$ cat src/rtl/hazard_ctrl.sv
// Hazard and stall controller for the five-stage core: arbitrates memory wait,
// redirect and load-use, and keeps saturating stall/flush statistics and a sticky timeout.
module hazard_ctrl #(
    parameter int unsigned STALL_TIMEOUT = 255,
    parameter int unsigned CNT_W         = 16
) (
    input  logic             clk,
    input  logic             reset,
    input  logic [4:0]       ID_rs1,
    input  logic [4:0]       ID_rs2,
    input  logic             ID_uses_rs1,
    input  logic             ID_uses_rs2,
    input  logic             EX_MemRead,
    input  logic [4:0]       EX_rd,
    input  logic             Branch,
    input  logic             Jump,
    input  logic             dmem_busy,
    output logic             IFWrite,
    output logic             IDWrite,
    output logic             ID_bubble,
    output logic             IF_flush,
    output logic [CNT_W-1:0] stall_cnt,
    output logic [CNT_W-1:0] flush_cnt,
    output logic             timeout
);

    localparam int unsigned WAIT_W = $clog2(STALL_TIMEOUT + 1);

    typedef enum logic [1:0] {StRun, StMemWait, StTimeout} state_t;

    state_t             state_q;
    logic [WAIT_W-1:0]  wait_cnt_q;
    logic [WAIT_W:0]    wait_inc;
    logic [CNT_W-1:0]   stall_cnt_q;
    logic [CNT_W-1:0]   flush_cnt_q;
    logic               timeout_q;
    logic               redirect;
    logic               load_use;

    assign redirect = Branch | Jump;
    assign load_use = EX_MemRead && (EX_rd != 5'd0) &&
                      ((ID_uses_rs1 && (EX_rd == ID_rs1)) ||
                       (ID_uses_rs2 && (EX_rd == ID_rs2)));
    assign wait_inc = {1'b0, wait_cnt_q} + (WAIT_W + 1)'(1);

    always_comb begin
        IFWrite   = 1'b1;
        IDWrite   = 1'b1;
        ID_bubble = 1'b0;
        IF_flush  = 1'b0;
        if (!reset) begin
            // Outputs held at pass-through while reset is asserted.
        end else if (state_q == StTimeout || dmem_busy) begin
            IFWrite = 1'b0;
            IDWrite = 1'b0;
        end else if (redirect) begin
            ID_bubble = 1'b1;
            IF_flush  = 1'b1;
        end else if (load_use) begin
            IFWrite   = 1'b0;
            IDWrite   = 1'b0;
            ID_bubble = 1'b1;
        end
    end

    always_ff @(posedge clk or negedge reset) begin
        if (!reset) begin
            state_q     <= StRun;
            wait_cnt_q  <= '0;
            stall_cnt_q <= '0;
            flush_cnt_q <= '0;
            timeout_q   <= 1'b0;
        end else begin
            if (!IFWrite && stall_cnt_q != {CNT_W{1'b1}}) begin
                stall_cnt_q <= stall_cnt_q + CNT_W'(1);
            end
            if (IF_flush && flush_cnt_q != {CNT_W{1'b1}}) begin
                flush_cnt_q <= flush_cnt_q + CNT_W'(1);
            end
            unique case (state_q)
                StRun: begin
                    if (dmem_busy) begin
                        wait_cnt_q <= WAIT_W'(1);
                        // A one-cycle limit trips on the very first busy edge.
                        if (STALL_TIMEOUT == 1) begin
                            state_q   <= StTimeout;
                            timeout_q <= 1'b1;
                        end else begin
                            state_q <= StMemWait;
                        end
                    end
                end
                StMemWait: begin
                    if (dmem_busy) begin
                        wait_cnt_q <= wait_inc[WAIT_W-1:0];
                        if (wait_inc == (WAIT_W + 1)'(STALL_TIMEOUT)) begin
                            state_q   <= StTimeout;
                            timeout_q <= 1'b1;
                        end
                    end else begin
                        state_q    <= StRun;
                        wait_cnt_q <= '0;
                    end
                end
                StTimeout: begin
                    state_q <= StTimeout;
                end
                default: begin
                    state_q <= StRun;
                end
            endcase
        end
    end

    assign stall_cnt = stall_cnt_q;
    assign flush_cnt = flush_cnt_q;
    assign timeout   = timeout_q;

endmodule

$ cat config.mk
export PLATFORM = sky130hd
export DESIGN_NAME = hazard_ctrl
export DESIGN_NICKNAME = d
export VERILOG_FILES = /design/src/rtl/hazard_ctrl.sv
export SDC_FILE = /design/constraint.sdc
export NUM_CORES = 1
export LEC_CHECK = 0
export BUFFER_PORTS_ARGS = -buffer_cell sky130_fd_sc_hd__buf_2
export CAP_MARGIN = 20
export CORE_MARGIN = 4
export CORE_UTILIZATION = 49
export CTS_BUF_LIST = sky130_fd_sc_hd__clkbuf_2 sky130_fd_sc_hd__clkbuf_4 sky130_fd_sc_hd__clkbuf_8
export CTS_CLUSTER_SIZE = 20
export DETAILED_ROUTE_END_ITERATION = 8
export PLACE_DENSITY_LB_ADDON = 0.08
export SETUP_SLACK_MARGIN = 0.05
export SYNTH_ARGS = -nofsm -noshare
export SYNTH_HDL_FRONTEND = slang
export SYNTH_SLANG_ARGS = --single-unit
$ cat constraint.sdc
create_clock -name clk -period 1.9 [get_ports clk]
set_input_delay 0.285 -clock clk [delete_from_list [all_inputs] [get_ports clk]]
set_output_delay 0.285 -clock clk [all_outputs]
set_load 0.005 [all_outputs]
==> impl_summary.txt, run 1 <==
----------------------------------------------------
[Floorplan]
  Core box area ... around 0.0044 sq mm
  Total number of placement rows ... 24
  Die span in y ... 76.0 microns
  Die boundary width ... 76.0 microns
  Die Area ... roughly 0.0058 sq mm
  Initial core utilization ... 0.514
  Top Ports ... 60

[Worst hold path]
  Class of the tightest hold or removal check ... in2async

[Global routing]
  Pin count of the biggest net entering global routing ... 44
  Grt total ovfl ... 0
  Overall fraction of global-route tracks in use ... 0.186
  Wire length of the first global-routing pass ... 9.00 mm
  Via count of the first global-routing pass ... 2005
  Initial antenna violation count ... 0

[CTS]
  Clock sink count ... 43
  Worst-skew pair later-pin latency ... 0.30 ns
  # H-tree levels ... 2
  Hold-fix buffers, CTS ... 0
  Clock transition at path regs ... 0.09 ns
  Clock tree buffer depth ... 2
  Root buffer selected by CTS ... clkbuf_8
  TritonCTS clock tree ... yes
  CTS Buf Count ... 5

[Routing]
  Remaining routing DRC violations ... 0
  Number of iterations in the first detailed-routing pass ... 4
  Routed length per placed instance ... 13.1 microns
  DRT iter0 DRCs ... 74
  Vias/cell ... 5.20
  Vias ... between 1.5k and 2k
  Final ANT Viol Nets ... 0
  Drt total wl ... 5.01 mm

[Yosys]
  Cell types with the highest counts after synthesis ... dfrtp_1 (43), nand2_1 (25), xnor2_1 (24)
  Number of distinct standard cells referenced by the synthesized netlist ... 39
  Prevailing post-synth register cell ... dfrtp_1
  Yosys Warn Count ... 0
  Most repeated cell in the gate-level netlist after synthesis ... dfrtp_1
  Library cell occupying the most area in the post-synthesis netlist ... dfrtp_1
  Leading cell types by total area after synthesis ... dfrtp_1 (47%), xnor2_1 (9.3%), xor2_1 (6.6%)
  Post-Syn Instances ... 235
  Post-synth ARST share ... 1.00
  Avg Inst Size Synth ... 9.65 sq um
  Combined area of all synthesized cells ... around 0.0023 sq mm
  Post-synthesis register bit count ... between 40 and 50
  Fraction of the yosys area taken by sequential cells ... 0.474
  Number of synthesized flops with an enable pin ... 0
  Mapped Nets ... 262
  Area share of the largest cell type after synthesis ... 0.474

[Worst setup path]
  CP Launch Type ... register
  Launching instance or port of the critical path ... state_q[1]$_DFFE_PN0P_
  Worst reg2reg startpoint ... state_q[1]$_DFFE_PN0P_
  Number of stages on the worst setup path ... 7
  Critical path destination ... flush_cnt[14]$_DFFE_PN0P_
  Critical path data required time ... 2.11 ns
  Arrival time at the worst endpoint ... 2.17 ns
  Worst Reg-to-Reg Cells ... 7
  Worst reg2reg endpoint ... flush_cnt[14]$_DFFE_PN0P_
  Buffers and inverters on the worst path ... 1
  Highest-delay cell along the critical path ... or4b_4
  Largest delay contributor family on the critical path ... simple AND/OR/NAND/NOR gates
  Kind of critical path ... reg2reg
  Worst R2R Setup Slack ... -0.06 ns
  Ordered list of cells on the worst path ... nor2b_4 -> or4b_4 -> inv_4 -> nand2_2 -> or4_4 -> nor2_2 -> xnor2_1
  Maximum fanout count along the critical path ... 3
  Slowest Stage Delay on Critical Path ... 0.52 ns
  Nature of the critical path endpoint ... register

[Place]
  Worst-case setup slack after placement ... -0.121 ns
  Gpl congestion ... 0.797
  Placement-stage cell area ... 0.00284 sq mm
  Total half-perimeter wirelength after legalization and detailed placement ... about 3.7 mm
  Port bufs ... 59

[Power and ir drop]
  Relative contribution of sequential cells to total power ... 0.488
  Net load switching power ... roughly 0.78 mW
  Worst ir drop on vdd ... 0.720 mV
  Switching share of total power ... 0.310
  Total power after layout ... 2.50 mW
  Power density normalized to cell area ... approximately 830 mW/mm^2
  Combinational group share of total power ... 0.276
  Cell internal pwr ... 1.73 mW
  Power share of the clock group ... 0.236
  Cell leakage power ... 1.47 nW

[Timing]
  Finish-stage setup viols ... 2
  Final Hold Viols ... 0
  Slack of the critical path ... -0.0554 ns
  Sum of negative setup slack ... -0.0779 ns
  Period utilization ... 1.03
  Max-Slew Margin vs Limit ... 0.625
  Post-layout min period ... 1.96 ns
  Clock tree skew after final layout ... 0.0111 ns
  Final Max Tran Viols ... 0
  Worst Tran Pin Value ... 0.561 ns
  Unrepaired setup endpoints after global routing ... true
  Max Clk Rate ... 0.511 GHz

[Cells and area]
  Fraction of final layout cells sized beyond drive strength 1 ... 0.366
  Area Growth Syn to Fin ... 33.5%
  Final layout net count ... between 300 and 400
  Final standard cell utilization of the core ... 0.686
  Cell area after layout ... 0.00303 sq mm
  Diodes inserted ... 0

[Outcome]
  Violations in the final reports ... negative setup slack
  Outcome ... finished with violations

[Run]
  Max Cap Viol ... 0

----------------------------------------------------
-- final cells by class --
cell class	count	area, sq um
clock buffers	6	82.6
clock inverters	1	5.00
fillers	349	1390
inverters	8	32.5
multi-input cells	180	1210
flip-flops and latches	43	1080
well taps	52	65.1
repair buffers	93	557
-- sequential cells by signal, indices dropped and copies added, names as in the netlist --
name,count
timeout,1
stall_cnt,16
wait_cnt_q,8
state_q,2
flush_cnt,16
-- how the worst min path moves through the flow --
| stage | from | end | slack, ns |
|---|---|---|---|
| floorplan | reset | flush_cnt[0]$_DFFE_PN0P_ | -0.01 |
| global placement | flush_cnt[15]$_DFFE_PN0P_ | flush_cnt[15]$_DFFE_PN0P_ | 0.48 |
| detailed placement | timeout$_DFFE_PN0P_ | timeout$_DFFE_PN0P_ | 0.48 |
| CTS | reset | wait_cnt_q[2]$_DFFE_PN0P_ | 0.21 |
| global route | reset | wait_cnt_q[2]$_DFFE_PN0P_ | 0.26 |
| finish | reset | wait_cnt_q[0]$_DFFE_PN0P_ | 0.19 |
-- worst reg2reg max path, cell delays in order, from the launching register on --
cell,delay [ns]
dfrtp_1,0.38
nor2b_4,0.13
or4b_4,0.52
inv_4,0.08
nand2_2,0.05
or4_4,0.47
nor2_2,0.14
xnor2_1,0.12
-- cells in the final DEF, fill, tap and decap left out, drive strengths merged, types with 2 or more instances in the layout --
master / count
mux2: 2
xor2: 17
nand2b: 6
nand2: 25
a21oi: 8
nand4: 11
inv: 8
clkbuf: 6
and3: 5
nor3: 11
nor4: 5
dfrtp: 43
o21ai: 9
ha: 4
nor2: 24
xnor2: 24
or4: 2
buf: 93
nand3: 14
-- power by group through the flow --
stage	clock (mW)	sequential [mW]	combinational, mW
floorplan	0	1.25	0.269
global placement	0	1.23	0.624
detailed placement	0	1.23	0.641
CTS	0.610	1.22	0.652
global route	0.654	1.25	0.770
finish	0.591	1.22	0.690
-- stage by stage --
step           hold WS, ns  cells
4_1_cts              0.211    379
3_5_place_dp         0.478    371
3_3_place_gp         0.480    371
2_1_floorplan      -0.0106    235
6_report             0.194    383
5_1_grt              0.257    383
-- cell families (layout without fill, tap and decap cells) --
kind of cell / count (synthesis) / count (layout) / share of synthesized area
xor gates and xnor gates: 41 / 41 / 0.158
DFF: 43 / 43 / 0.474
adders and majority gates: 4 / 4 / 0.0221
muxes: 2 / 2 / 0.00993
buffers and inverters: 12 / 108 / 0.0221
AOI/OAI and AO/OA: 26 / 26 / 0.0706
and+or+nand+nor: 107 / 107 / 0.243
-- what timing repair did --
item | 4_1_cts | 5_1_grt
gates resized for setup | 4 | 10
pin swaps | 1 | 2
buffers inserted | 1 | 4
gates cloned | 0 | 0
endpoints found under the setup margin | 11 | 30
-- layer usage --
layer / vias up / global-route usage / share of wire
li1: 1001 / - / -
met1: 923 / 0.243 / 0.47
met2: 57 / 0.300 / 0.45
met3: 9 / 0.0508 / 0.064
met4: 0 / 0.0552 / 0.012
met5: - / 0 / 0
Power figures use the tool's default switching activity.
==> run 2, diff against run 1 <==
==> config.mk (replaced) <==
export PLATFORM = sky130hd
export DESIGN_NAME = hazard_ctrl
export DESIGN_NICKNAME = d
export VERILOG_FILES = /design/src/rtl/hazard_ctrl.sv
export SDC_FILE = /design/constraint.sdc
export NUM_CORES = 1
export LEC_CHECK = 0
export CAP_MARGIN = 20
export CORE_MARGIN = 4
export CORE_UTILIZATION = 59
export CTS_BUF_LIST = sky130_fd_sc_hd__clkbuf_2 sky130_fd_sc_hd__clkbuf_4 sky130_fd_sc_hd__clkbuf_8
export CTS_CLUSTER_SIZE = 20
export DETAILED_ROUTE_END_ITERATION = 8
export DONT_BUFFER_PORTS = 1
export PLACE_DENSITY_LB_ADDON = 0.08
export SETUP_SLACK_MARGIN = 0.05
export SLEW_MARGIN = 15
export SYNTH_ARGS = -nofsm -noshare
export SYNTH_HDL_FRONTEND = slang
export SYNTH_SLANG_ARGS = --single-unit
==> run 2 against run 1 <==
The run still ends with negative setup slack left. Cell area is 7.1% lower. Register-to-register slack worse by 0.07 ns. Critical endpoint is now flush_cnt[12]$_DFFE_PN0P_. Utilization is 7.7 points higher. Largest cell class unchanged. Fmax is 3.5% lower. Largest power group unchanged. Critical path depth stayed put. Setup slack worse by 0.071 ns. Cell count is 15% lower.
==> impl_summary.txt, run 2 (synthesis results as in run 1) <==
----------------------------------------------------
[Floorplan]
  Die boundary width ... 70.0 microns (-7.9%)
  Top Ports ... 60 (unchanged)
  Initial core utilization ... 0.615 (+0.101)
  Die span in y ... 70.0 microns (-7.9%)
  Die Area ... 0.00490 sq mm (-15%)
  Total number of placement rows ... 22 (-8.3%)
  Core box area ... 0.00369 sq mm (-16%)

[Power and ir drop]
  Cell leakage power ... 1.24 nW (-16%)
  Worst ir drop on vdd ... 0.718 mV (-0.27%)
  Power density normalized to cell area ... 908 mW/mm^2 (+9.8%)

[CTS]
  Worst-skew pair later-pin latency ... 0.29 ns (about the same)
  Clock sink count ... 43 (unchanged)
  Root buffer selected by CTS ... clkbuf_8
  CTS Buf Count ... 5 (unchanged)
  # H-tree levels ... 2 (unchanged)
  Clock transition at path regs ... 0.09 ns (about the same)
  TritonCTS clock tree ... yes
  Clock tree buffer depth ... 2 (unchanged)

[Cells and area]
  Cell area after layout ... 0.00281 sq mm (-7.1%)
  Footprint of the flip-flops and latches ... 0.00108 sq mm (unchanged)
  Top library cells by usage in the layout, fill and taps aside ... dfrtp_1 (43), buf_4 (33), xnor2_1 (24), nand2_1 (24), nor2_1 (22)
  Area Growth Syn to Fin ... 24.0%
  Fraction of final layout cells sized beyond drive strength 1 ... 0.246 (-0.119)
  Cell Count, Final, Fillers Out ... 324 (-15%)
  Fillcell total ... 249 (-29%)
  Final standard cell utilization of the core ... 0.763 (+0.0769)
  Diodes inserted ... 0 (unchanged)
  Footprint of the multi-input gates ... 0.00123 sq mm (+1.9%)
  Final layout net count ... 302 (-16%)
  Most frequent standard cell in the layout excluding fill and tap cells ... dfrtp_1

[Worst setup path]
  Kind of critical path ... reg2reg
  Arrival time at the worst endpoint ... 2.24 ns (+0.07 ns)
  Maximum fanout count along the critical path ... 3 (unchanged)
  Worst Reg-to-Reg Cells ... 7 (unchanged)
  Nature of the critical path endpoint ... register
  Critical path data required time ... 2.11 ns (about the same)
  CP Launch Type ... register

[Global routing]
  Grt total ovfl ... 0 (unchanged)
  Initial antenna violation count ... 0 (unchanged)
  Pin count of the biggest net entering global routing ... 44 (unchanged)
  Wire length of the first global-routing pass ... 9.36 mm (+4.0%)
  Via count of the first global-routing pass ... 1953 (-2.6%)
  Overall fraction of global-route tracks in use ... 0.234 (+0.0481)

[Timing]
  Period utilization ... 1.07 (+0.0376)
  Sum of negative setup slack ... -0.263 ns (-0.185 ns)
  Final Hold Viols ... 0 (unchanged)
  Slack of the critical path ... -0.127 ns (-0.0715 ns)
  Finish-stage setup viols ... 5 (+3)
  Unrepaired setup endpoints after global routing ... true
  Max Clk Rate ... 0.493 GHz (-3.5%)
  Worst Tran Pin Value ... 0.546 ns (-0.0157 ns)
  Final Max Tran Viols ... 0 (unchanged)
  Post-layout min period ... 2.03 ns (+0.0715 ns)
  Max-Slew Margin vs Limit ... 0.635 (+0.0105)
  Clock tree skew after final layout ... 0.00449 ns (-0.00656 ns)

[Worst hold path]
  Class of the tightest hold or removal check ... in2reg
  Instance count along the most critical hold path ... 2

[Run]
  Max Cap Viol ... 0 (unchanged)

[Routing]
  Final ANT Viol Nets ... 0 (unchanged)
  Number of iterations in the first detailed-routing pass ... 4 (unchanged)
  Routed length per placed instance ... 17.6 microns (+35%)
  Vias/cell ... 5.98 (+15%)
  Drt total wl ... 5.70 mm (+14%)
  DRT iter0 DRCs ... 155 (+110%)
  Vias ... 1938 (-2.6%)
  Remaining routing DRC violations ... 0 (unchanged)

[Place]
  Total half-perimeter wirelength after legalization and detailed placement ... 4.04 mm (+8.2%)
  Instance count after placement with tap cells included ... 307 (-17%)
  Port bufs ... 0 (-100%)
  Gpl congestion ... 0.859 (+7.8%)
  Placement-stage cell area ... 0.00254 sq mm (-11%)

[Outcome]
  Outcome ... finished with violations
  Violations in the final reports ... negative setup slack

----------------------------------------------------
## run 2: final timing paths
path / start / endpoint / slack (ns)
hold / removal: dmem_busy / state_q[0]$_DFFE_PN0P_ / 0.15
setup / recovery: state_q[1]$_DFFE_PN0P_ / flush_cnt[12]$_DFFE_PN0P_ / -0.13
max in group asynchronous: reset / flush_cnt[5]$_DFFE_PN0P_ / 1.23
hold reg to reg: timeout$_DFFE_PN0P_ / timeout$_DFFE_PN0P_ / 0.52
setup reg to reg: state_q[1]$_DFFE_PN0P_ / flush_cnt[12]$_DFFE_PN0P_ / -0.13
min in group asynchronous: reset / flush_cnt[8]$_DFFE_PN0P_ / 0.47
## run 2: repair_timing
action | 4_1_cts | 5_1_grt
resized for setup | 9 | 10
setup endpoints to repair | 10 | 25
endpoints found under the hold margin | 43 | 0
pin swaps | 1 | 3
hold buffers | 2 | 0
buffers inserted | 3 | 4
## run 2: final cells by class
cell class | instances | area share
sequential | 43 | 0.382
timing repair buffer | 37 | 0.107
tap | 48 | 0.0213
clock inverter | 3 | 0.0156
multi-input combinational | 180 | 0.438
clock buffer | 5 | 0.0245
inverter | 8 | 0.0116
## run 2: worst max-delay path, cell delays in order (launching register included)
cell and delay, ns:
dfrtp_1 0.38, nor2b_4 0.13, or4b_4 0.52, inv_4 0.08
nand2_2 0.06, or4_4 0.47, nor2_2 0.13, xor2_1 0.18
## run 2: report_power, final
part           switching (mW)  leakage (nW)  internal, mW
Sequential              0.140         0.557          1.06
Combinational           0.314         0.626         0.328
Clock                   0.320        0.0581         0.392
Total                   0.774          1.24          1.78
## run 2: metal layers
metal  vias to the layer above  routed length, microns  GRT usage
met5                         -                       0          0
met4                         0                      63     0.0617
met3                         8                     321     0.0691
met2                        68                    3110      0.402
met1                       974                    2200      0.286
li1                        888                       -          -
## run 2: metrics by stage
| step | setup slack (ns) | power (mW) | hold WS (ns) |
|---|---|---|---|
| floorplan | 0.0155 | 1.52 | -0.0106 |
| global placement | 0.0256 | 1.74 | -0.00949 |
| detailed placement | -0.0381 | 1.79 | -0.00954 |
| CTS | -0.0438 | 2.54 | 0.140 |
| global route | -0.175 | 2.71 | 0.170 |
| finish | -0.127 | 2.55 | 0.146 |
==> run 3, diff against run 2 <==
--- a/config.mk
+++ b/config.mk
@@ -5,13 +5,14 @@
 export SDC_FILE = /design/constraint.sdc
 export NUM_CORES = 1
 export LEC_CHECK = 0
+export ABC_AREA = 1
+export BUFFER_PORTS_ARGS = -buffer_cell sky130_fd_sc_hd__buf_2
 export CAP_MARGIN = 20
 export CORE_MARGIN = 4
-export CORE_UTILIZATION = 59
+export CORE_UTILIZATION = 51
 export CTS_BUF_LIST = sky130_fd_sc_hd__clkbuf_2 sky130_fd_sc_hd__clkbuf_4 sky130_fd_sc_hd__clkbuf_8
 export CTS_CLUSTER_SIZE = 20
 export DETAILED_ROUTE_END_ITERATION = 8
-export DONT_BUFFER_PORTS = 1
 export PLACE_DENSITY_LB_ADDON = 0.08
 export SETUP_SLACK_MARGIN = 0.05
 export SLEW_MARGIN = 15
==> run 3 against run 2 <==
The flow now finishes without violations. Sequential power is 4% lower. Total power shrank 11%. Setup slack gained 0.33 ns. Register-to-register slack improved by 0.33 ns. Global-route usage is 4.2 points lower. Cell count is 53% higher. Combinational power fell by 19%. Clock-buffer cell count grew 2. Wire length rose by 0.47%. Clock power fell by 17%. Flip-flop and latch count unchanged. Critical path type unchanged. Largest power group unchanged.
==> impl_summary.txt, run 3 <==
----------------------------------------------------
[Worst setup path]
  Highest-delay cell along the critical path ... dfrtp_1
  Buffers and inverters on the worst path ... 1 (unchanged)
  CP Launch Type ... register
  Maximum fanout count along the critical path ... 5 (+2)
  Kind of critical path ... reg2reg
  Nature of the critical path endpoint ... register
  Worst Reg-to-Reg Cells ... 9 (+2)
  Arrival time at the worst endpoint ... 1.87 ns (-0.37 ns)
  Largest delay contributor family on the critical path ... simple AND/OR/NAND/NOR gates
  Critical path data required time ... 2.08 ns (-0.03 ns)
  Slowest Stage Delay on Critical Path ... 0.43 ns (-0.09 ns)
  Worst R2R Setup Slack ... 0.21 ns (+0.33 ns)
  Ordered list of cells on the worst path ... ha_1 -> nand2_1 -> inv_1 -> nor2_1 -> nand3_1 -> nor3_2 -> nand3_1 -> nor2_1 -> a21oi_1
  Worst reg2reg startpoint ... wait_cnt_q[0]$_DFFE_PN0P_
  Worst reg2reg endpoint ... state_q[0]$_DFFE_PN0P_

[Yosys]
  Post-synth ARST share ... 1.00 (unchanged)
  Area share of the largest cell type after synthesis ... 0.402 (-0.0719)
  Leading cell types by total area after synthesis ... dfrtp_1 (40%), nand2_1 (14%), inv_1 (6.3%)
  Avg Inst Size Synth ... 7.49 sq um (-22%)
  Cell types with the highest counts after synthesis ... nand2_1 (101), inv_1 (45), dfrtp_1 (43)
  Yosys Warn Count ... 0 (unchanged)
  Prevailing post-synth register cell ... dfrtp_1
  Post-Syn Instances ... 357 (+52%)
  Combined area of all synthesized cells ... 0.00267 sq mm (+18%)
  Mapped Nets ... 384 (+47%)
  Number of distinct standard cells referenced by the synthesized netlist ... 29 (-26%)
  Library cell occupying the most area in the post-synthesis netlist ... dfrtp_1
  Post-synthesis register bit count ... 43 (unchanged)
  Fraction of the yosys area taken by sequential cells ... 0.402 (-0.0719)
  Most repeated cell in the gate-level netlist after synthesis ... nand2_1
  Number of synthesized flops with an enable pin ... 0 (unchanged)

[Power and ir drop]
  Cell leakage power ... 1.67 nW (+35%)
  Worst ir drop on vdd ... 0.569 mV (-21%)
  Power density normalized to cell area ... 713 mW/mm^2 (-21%)
  Total power after layout ... 2.27 mW (-11%)

[Timing]
  Worst Tran Pin Value ... 0.365 ns (-0.181 ns)
  Post-route worst hold slack ... 0.0351 ns (-0.111 ns)
  Unrepaired setup endpoints after global routing ... false
  Max-Slew Margin vs Limit ... 0.755 (+0.119)
  Final Hold Viols ... 0 (unchanged)
  Slack of the critical path ... 0.207 ns (+0.334 ns)
  Finish-stage setup viols ... 0 (-5)
  Sum of negative setup slack ... 0 ns (+0.263 ns)
  Max Clk Rate ... 0.591 GHz (+20%)
  Post-layout min period ... 1.69 ns (-0.334 ns)
  Final Max Tran Viols ... 0 (unchanged)
  Period utilization ... 0.891 (-0.176)
  Clock tree skew after final layout ... 0.00737 ns (+0.00288 ns)

[Global routing]
  Grt total ovfl ... 0 (unchanged)
  Via count of the first global-routing pass ... 2290 (+17%)
  Wire length of the first global-routing pass ... 9.92 mm (+6.0%)
  Pin count of the biggest net entering global routing ... 64 (+45%)
  Overall fraction of global-route tracks in use ... 0.192 (-0.0418)
  Initial antenna violation count ... 0 (unchanged)

[Place]
  Placement-stage cell area ... 0.00303 sq mm (+19%)
  Total half-perimeter wirelength after legalization and detailed placement ... 4.27 mm (+5.8%)
  Gpl congestion ... 0.859 (about the same)
  Port bufs ... 59 (+59)
  Worst-case setup slack after placement ... 0.122 ns (+0.160 ns)
  Instance count after placement with tap cells included ... 483 (+57%)

[Routing]
  Vias/cell ... 4.91 (-18%)
  Drt total wl ... 5.73 mm (+0.47%)
  Number of iterations in the first detailed-routing pass ... 4 (unchanged)
  Remaining routing DRC violations ... 0 (unchanged)
  Routed length per placed instance ... 11.5 microns (-34%)
  Final ANT Viol Nets ... 0 (unchanged)
  DRT iter0 DRCs ... 108 (-30%)
  Vias ... 2435 (+26%)

[Worst hold path]
  Class of the tightest hold or removal check ... in2async

[CTS]
  TritonCTS clock tree ... yes
  Clock sink count ... 43 (unchanged)
  CTS Buf Count ... 5 (unchanged)
  Clock transition at path regs ... 0.08 ns (about the same)
  Clock tree buffer depth ... 2 (unchanged)
  # H-tree levels ... 2 (unchanged)
  Worst-skew pair later-pin latency ... 0.29 ns (about the same)
  Root buffer selected by CTS ... clkbuf_8

[Floorplan]
  Total number of placement rows ... 26 (+18%)
  Initial core utilization ... 0.524 (-0.0915)
  Die span in y ... 80.4 microns (+15%)
  Core box area ... 0.00511 sq mm (+38%)
  Die boundary width ... 80.4 microns (+15%)
  Top Ports ... 60 (unchanged)
  Die Area ... 0.00646 sq mm (+32%)

[Cells and area]
  Final standard cell utilization of the core ... 0.622 (-0.140)
  Diodes inserted ... 0 (unchanged)
  Most frequent standard cell in the layout excluding fill and tap cells ... nand2_1
  Top library cells by usage in the layout, fill and taps aside ... nand2_1 (101), buf_2 (59), inv_1 (45)
  Cell Count, Final, Fillers Out ... 496 (+53%)
  Area Growth Syn to Fin ... 18.9%
  Final layout net count ... 452 (+50%)
  Fraction of final layout cells sized beyond drive strength 1 ... 0.225 (-0.0210)
  Cell area after layout ... 0.00318 sq mm (+13%)

[Outcome]
  Outcome ... completed

[Run]
  Max Cap Viol ... 0 (unchanged)

----------------------------------------------------
## run 3: repair_timing
item                       in CTS  in global routing
setup endpoints to repair       0                 19
resized for setup               0                  4
setup buffers                   0                  5
hold buffers                    0                  0
## run 3: cell type report
type / instances / area (sq um)
tap: 70 / 87.6
sequential: 43 / 1080
inverter: 49 / 184
fill: 497 / 1930
clock inverter: 1 / 5.00
clock buffer: 7 / 83.8
multi-input combinational: 257 / 1360
timing repair buffer: 69 / 383
## run 3: worst max-delay path by stage
| stage | slack [ns] | start | endpoint | depth (start not counted) |
|---|---|---|---|---|
| 4_1_cts | 0.10 | stall_cnt[0]$_DFFE_PN0P_ | stall_cnt[3]$_DFFE_PN0P_ | 7 |
| 5_1_grt | 0.06 | flush_cnt[0]$_DFFE_PN0P_ | flush_cnt[15]$_DFFE_PN0P_ | 8 |
| 3_3_place_gp | 0.14 | stall_cnt[0]$_DFFE_PN0P_ | stall_cnt[15]$_DFFE_PN0P_ | 8 |
| 6_report | 0.21 | wait_cnt_q[0]$_DFFE_PN0P_ | state_q[0]$_DFFE_PN0P_ | 9 |
| 2_1_floorplan | 0.40 | ID_rs2[0] | IFWrite | 12 |
| 3_5_place_dp | 0.12 | stall_cnt[0]$_DFFE_PN0P_ | stall_cnt[3]$_DFFE_PN0P_ | 7 |
## run 3: cell families after synthesis
group | synth area share
simple gates | 0.351
buf+inv | 0.0973
flops | 0.402
xor+xnor | 0.0950
compound gates | 0.0356
fa+ha+maj | 0.0187
## run 3: routing by layer
metal  vias up  routed length, microns  GRT usage
met3         4                     274     0.0381
li1       1279                       -          -
met1      1102                    2850      0.263
met4         0                      68     0.0608
met2        50                    2530      0.305
met5         -                       0          0
## run 3: power breakdown
group / internal (mW) / switching (mW) / total, mW
sequential: 1.02 / 0.130 / 1.15
clock: 0.287 / 0.304 / 0.591
combinational: 0.237 / 0.285 / 0.522
